### src/rtl/updown_counter_param.sv
// Parametrised up/down counter: modulus, enable, clamped parallel load, wrap/saturate mode.
// Define UPDOWN_CNT_OVF_STICKY_EN to add the sticky overflow flag (ovf_clr / ovf_flag).
module updown_counter_param #(
  parameter int     WIDTH     = 4,
  parameter longint MODULUS   = 16,
  parameter longint RESET_VAL = 0
) (
  input  logic             Clk,
  input  logic             reset,
  input  logic             en,
  input  logic             UpOrDown,
  input  logic             load,
  input  logic [WIDTH-1:0] load_val,
  input  logic             sat_mode,
`ifdef UPDOWN_CNT_OVF_STICKY_EN
  input  logic             ovf_clr,
  output logic             ovf_flag,
`endif
  output logic [WIDTH-1:0] Count,
  output logic             tc,
  output logic             wrap_evt
);

  // One extra bit so MODULUS = 2^WIDTH is representable for the load clamp compare
  localparam logic [WIDTH:0]   MOD_EXT = (WIDTH+1)'(MODULUS);
  localparam logic [WIDTH-1:0] MAX_VAL = WIDTH'(MODULUS - 64'sd1);
  localparam logic [WIDTH-1:0] RST_VAL = WIDTH'(RESET_VAL);
  localparam logic [WIDTH-1:0] ZERO    = {WIDTH{1'b0}};
  localparam logic [WIDTH-1:0] ONE     = {{(WIDTH-1){1'b0}}, 1'b1};

  logic [WIDTH-1:0] count_q, count_d;
  logic             wrap_q, wrap_d;
  logic             at_top_s, at_bot_s;

  assign at_top_s = (count_q == MAX_VAL);
  assign at_bot_s = (count_q == ZERO);

  // Next-state selection: load beats count; bounds are tested before any +/-1
  always_comb begin
    count_d = count_q;
    wrap_d  = 1'b0;
    if (load) begin
      if ({1'b0, load_val} < MOD_EXT) begin
        count_d = load_val;
      end else begin
        count_d = MAX_VAL;
      end
    end else if (en) begin
      if (UpOrDown) begin
        if (!at_top_s) begin
          count_d = count_q + ONE;
        end else if (!sat_mode) begin
          count_d = ZERO;
          wrap_d  = 1'b1;
        end else begin
          count_d = count_q;
        end
      end else begin
        if (!at_bot_s) begin
          count_d = count_q - ONE;
        end else if (!sat_mode) begin
          count_d = MAX_VAL;
          wrap_d  = 1'b1;
        end else begin
          count_d = count_q;
        end
      end
    end else begin
      count_d = count_q;
    end
  end

  // Count and wrap pulse registers, synchronous reset has top priority
  always_ff @(posedge Clk) begin
    if (reset) begin
      count_q <= RST_VAL;
      wrap_q  <= 1'b0;
    end else begin
      count_q <= count_d;
      wrap_q  <= wrap_d;
    end
  end

  assign Count    = count_q;
  assign wrap_evt = wrap_q;
  assign tc       = !reset && (UpOrDown ? at_top_s : at_bot_s);

`ifdef UPDOWN_CNT_OVF_STICKY_EN
  logic ovf_q, ovf_d, ovf_hit_s;

  // A bound hit counts whether it wraps or saturates; a load on the same edge suppresses it
  assign ovf_hit_s = en && !load && (UpOrDown ? at_top_s : at_bot_s);

  // Sticky set dominates a same-edge clear
  always_comb begin
    ovf_d = ovf_q;
    if (ovf_hit_s) begin
      ovf_d = 1'b1;
    end else if (ovf_clr) begin
      ovf_d = 1'b0;
    end else begin
      ovf_d = ovf_q;
    end
  end

  // Sticky overflow register
  always_ff @(posedge Clk) begin
    if (reset) begin
      ovf_q <= 1'b0;
    end else begin
      ovf_q <= ovf_d;
    end
  end

  assign ovf_flag = ovf_q;
`endif

endmodule

### config.mk
export PLATFORM = sky130hd
export DESIGN_NAME = updown_counter_param
export DESIGN_NICKNAME = d
export VERILOG_FILES = /design/src/rtl/updown_counter_param.sv
export SDC_FILE = /design/constraint.sdc
export NUM_CORES = 1
export LEC_CHECK = 0
export CAP_MARGIN = 40
export CORE_AREA = 2 2 39 41
export CTS_BUF_LIST = sky130_fd_sc_hd__clkbuf_4
export CTS_CLUSTER_SIZE = 28
export DETAILED_ROUTE_END_ITERATION = 10
export DIE_AREA = 0 0 41 43
export GPL_ROUTABILITY_DRIVEN = 1
export PLACE_DENSITY_LB_ADDON = 0.15
export SYNTH_ARGS = -nofsm -noshare
export SYNTH_HDL_FRONTEND = slang
export SYNTH_SLANG_ARGS = --single-unit
### constraint.sdc
create_clock -name Clk -period 3.5 [get_ports Clk]
set_clock_uncertainty 0.05 [all_clocks]
set_input_delay 0.7 -clock Clk [delete_from_list [all_inputs] [get_ports Clk]]
set_output_delay 0.7 -clock Clk [all_outputs]
set_load 0.005 [all_outputs]
Word-level counts from Yosys, hierarchy flattened
Cells that the tools add are included.
- input port bits: 10
- output and inout bits: 6
- flip-flop bits (word level): 5
- logic and storage cells: 26
- mux-type cells: 12
- bitwise operators: 1
- reductions and logical operators: 6
- add/subtract/negate cells: 2
- equality and inequality tests: 3
- operators with widths (cell ; count):
    4-bit two-way mux ; 7
    4-bit inequality test (second input constant) ; 2
    1-bit two-way mux ; 5
    4-bit by 1-bit adder with 4-bit output (second input constant) ; 1
    4-bit equality test (second input constant) ; 1
    4-bit zero test ; 1
    4-bit by 1-bit subtractor with 4-bit output (second input constant) ; 1
    3-bit AND reduction ; 1
    3-bit OR reduction ; 1
    2-bit nonzero test ; 1
    1-bit logical AND ; 1
    1-bit zero test ; 1
    1-bit NOT ; 1

Longest topological paths before layout
- depth in word-level cells: 5
- gate-level depth with buffers: 7
- gate-level depth less buffers: 7

Worst setup path before layout
No wires, ideal clock.
- path type: in2out
- start: in UpOrDown
- end: out tc
- slack: 1.636 ns
- path buffers: 0
- data arrival time: 1.114 ns
- stages on the path: 3
- required time: 2.750 ns
- path through: nor4b_4 nor2_1 nor2_1
- cells in the longest elaborated chain, start to end: 2
- ends and longest elaborated chain (element ; line ; RTL):
    start, declared ; 11 ; input logic UpOrDown,
    1-bit two-way mux ; 86 ; assign tc = !reset && (UpOrDown ? at_top_s : at_bot_s);
    1-bit logical AND ; 86 ;
    end, declared ; 20 ; output logic tc,
No other way between the ends.

Final worst setup path
Ends and elaborated chain as after synthesis.

==> metrics.txt <==
largest net degree at the start of global routing 9; cts repair resizes 0; cell area after layout 564.3 um^2; Critical Path AT 2.28 ns; hold_buf cts 0; CTS sink cnt 5; sequential share of the synthesized area 27.49%; CTS tree yes; CP Launch Type input port; RSZ-0062 raised after global routing no; CP Max Fanout 6; IO Count 16; layout cells sized above 1 14.52%; number of global-route vias before repair 366; initial antenna violation count 0; DRT antenna net count 0; Final Util 40.78%; Fin Hold WS 0.5334 ns; TNS Setup 0 ns; first-pass GRT wire length 1580 um; nets 75; shortest period the worst path allows 3.026 ns; Slew @ Worst Pin 0.3325 ns; CTS Buf Count 3; #FFs+latches synth 5; Vias/cell 5.064; Syn Nets 55; routability cong. 0.7049; GRT Total Usage 13.34%; Max-slew headroom 77.80%; setup violators final 0; Post-Place Setup Slack 0.4733 ns; n_diodes 0; DRC violations left 0; post-synthesis cell count 43; core area 1384 um^2; WS Path Type input port to output pin; Worst Slack Setup Final 0.4739 ns; Iter 0 DRT Violations 2; DP Wirelength 707.8 um; CP Capture Type output pin; Warnings, synthesis 0; die area 1763 um^2; placed insts 74; LEAKAGE 0.2206 nW; unique cell type count in the Yosys netlist 22; period utilisation layout 86.46%; Slew Limit Fails 0; Layout Cells excl Fill 78; PortBufs 15; count of maximum capacitance violations 0; FP Rows 14; worst hold path class flip-flop to flip-flop; WL final 949 um; remaining global-route overflow 0; Yosys top cell area share 27.49%; via count 395; fmax 330.5 MHz; hold violation count in the final report 0; DR WL/cell 12.17 um; Die X 41 um; CTS root buf clkbuf_4; Worst-path clk slew 0.04 ns; htree depth 1; P&R area growth vs syn 54.98%; status completed; Post-Syn Area per Cell 8.467 um^2; worst skew pair latency 0.24 ns; Placed Area 534.3 um^2; Worst IR Drop VDD 0.1561 mV; Worst EP required 2.75 ns; mapped cell area 364.1 um^2; area leader, netlist dfxtp_1; First-pass DRT Iterations 2; Die Y 43 um; synth top area cells dfxtp_1 (27%), xnor2_1 (7.2%), ha_1 (6.9%); Power Density 357.8 nW/um^2; Power, Total 0.2019 mW; buffer count from post-CTS setup fixing 0; CTS max path bufs 2; Starting Density 26.31%
[power by group]
part / switching (mW) / total, mW / internal, mW
Combinational: 0.0240 / 0.0585 / 0.0345
Clock: 0.0225 / 0.0733 / 0.0508
Sequential: 0.00864 / 0.0701 / 0.0615
Total: 0.0552 / 0.202 / 0.147
[routing by layer]
layer | share of wire (%) | GRT usage, %
met1 | 49 | 18.91
met2 | 45 | 17.19
met3 | 5.6 | 6.806
met4 | 0 | 4.000
met5 | 0 | 0
[state kept, by name, indices dropped and copies added, names as in the netlist]
signal / flops
Count: 4
wrap_evt: 1
[final cells by class]
class                   instances  area (um^2)
fillers                       145        819.5
inverters                       5        18.77
flip-flops and latches          5        100.1
well taps                      16        20.02
repair buffers                 15        150.1
multi-input cells              33        245.2
clock buffers                   4        30.03
[cell usage after synthesis]
library cell  instances
a211oi_1              2
a21oi_1               3
a221oi_1              1
a311oi_1              1
a41oi_1               1
and3_1                1
and4_4                1
dfxtp_1               5
ha_1                  2
inv_1                 5
mux2_2                1
nand2_1               1
nand2_2               1
nand3_1               3
nor2_1                6
nor4b_4               1
o2111ai_1             1
o211ai_1              1
o21ai_0               1
o21ai_2               1
o21bai_1              1
xnor2_1               3
[worst max-delay path, stage by stage]
cell             delay (ns)
clkdlybuf4s50_1        0.63
and4_4                 0.27
nor2_1                 0.05
nor2_1                 0.11
clkdlybuf4s50_1        0.51
[layout by cell type, fill, tap and decap left out, types with 2 or more instances in the layout]
cell type	netlist	routed
nor2_1	6	6
ha_1	2	2
a211oi_1	2	2
nand3_1	3	3
xnor2_1	3	3
a21oi_1	3	3
clkdlybuf4s50_1	0	15
inv_1	5	5
dfxtp_1	5	5
clkbuf_4	0	4
[cell families after synthesis]
kind of cell,Yosys count,synth area share [%]
buf+inv,5,5.155
xor+xnor,3,7.218
flops,5,27.49
mux,1,3.093
fa+ha+maj,2,6.872
simple gates,14,24.40
compound gates,13,25.77
[worst paths after layout]
check | startpoint | to | slack [ns] | cells past startpoint
worst max-delay path | UpOrDown | tc | 0.47 | 5
worst min register to register | Count[1] | Count[1] | 0.53 | 2
worst min-delay path | Count[1] | Count[1] | 0.53 | 2
worst max register to register | Count[0] | Count[2] | 1.71 | 7
Power figures use the tool's default switching activity.
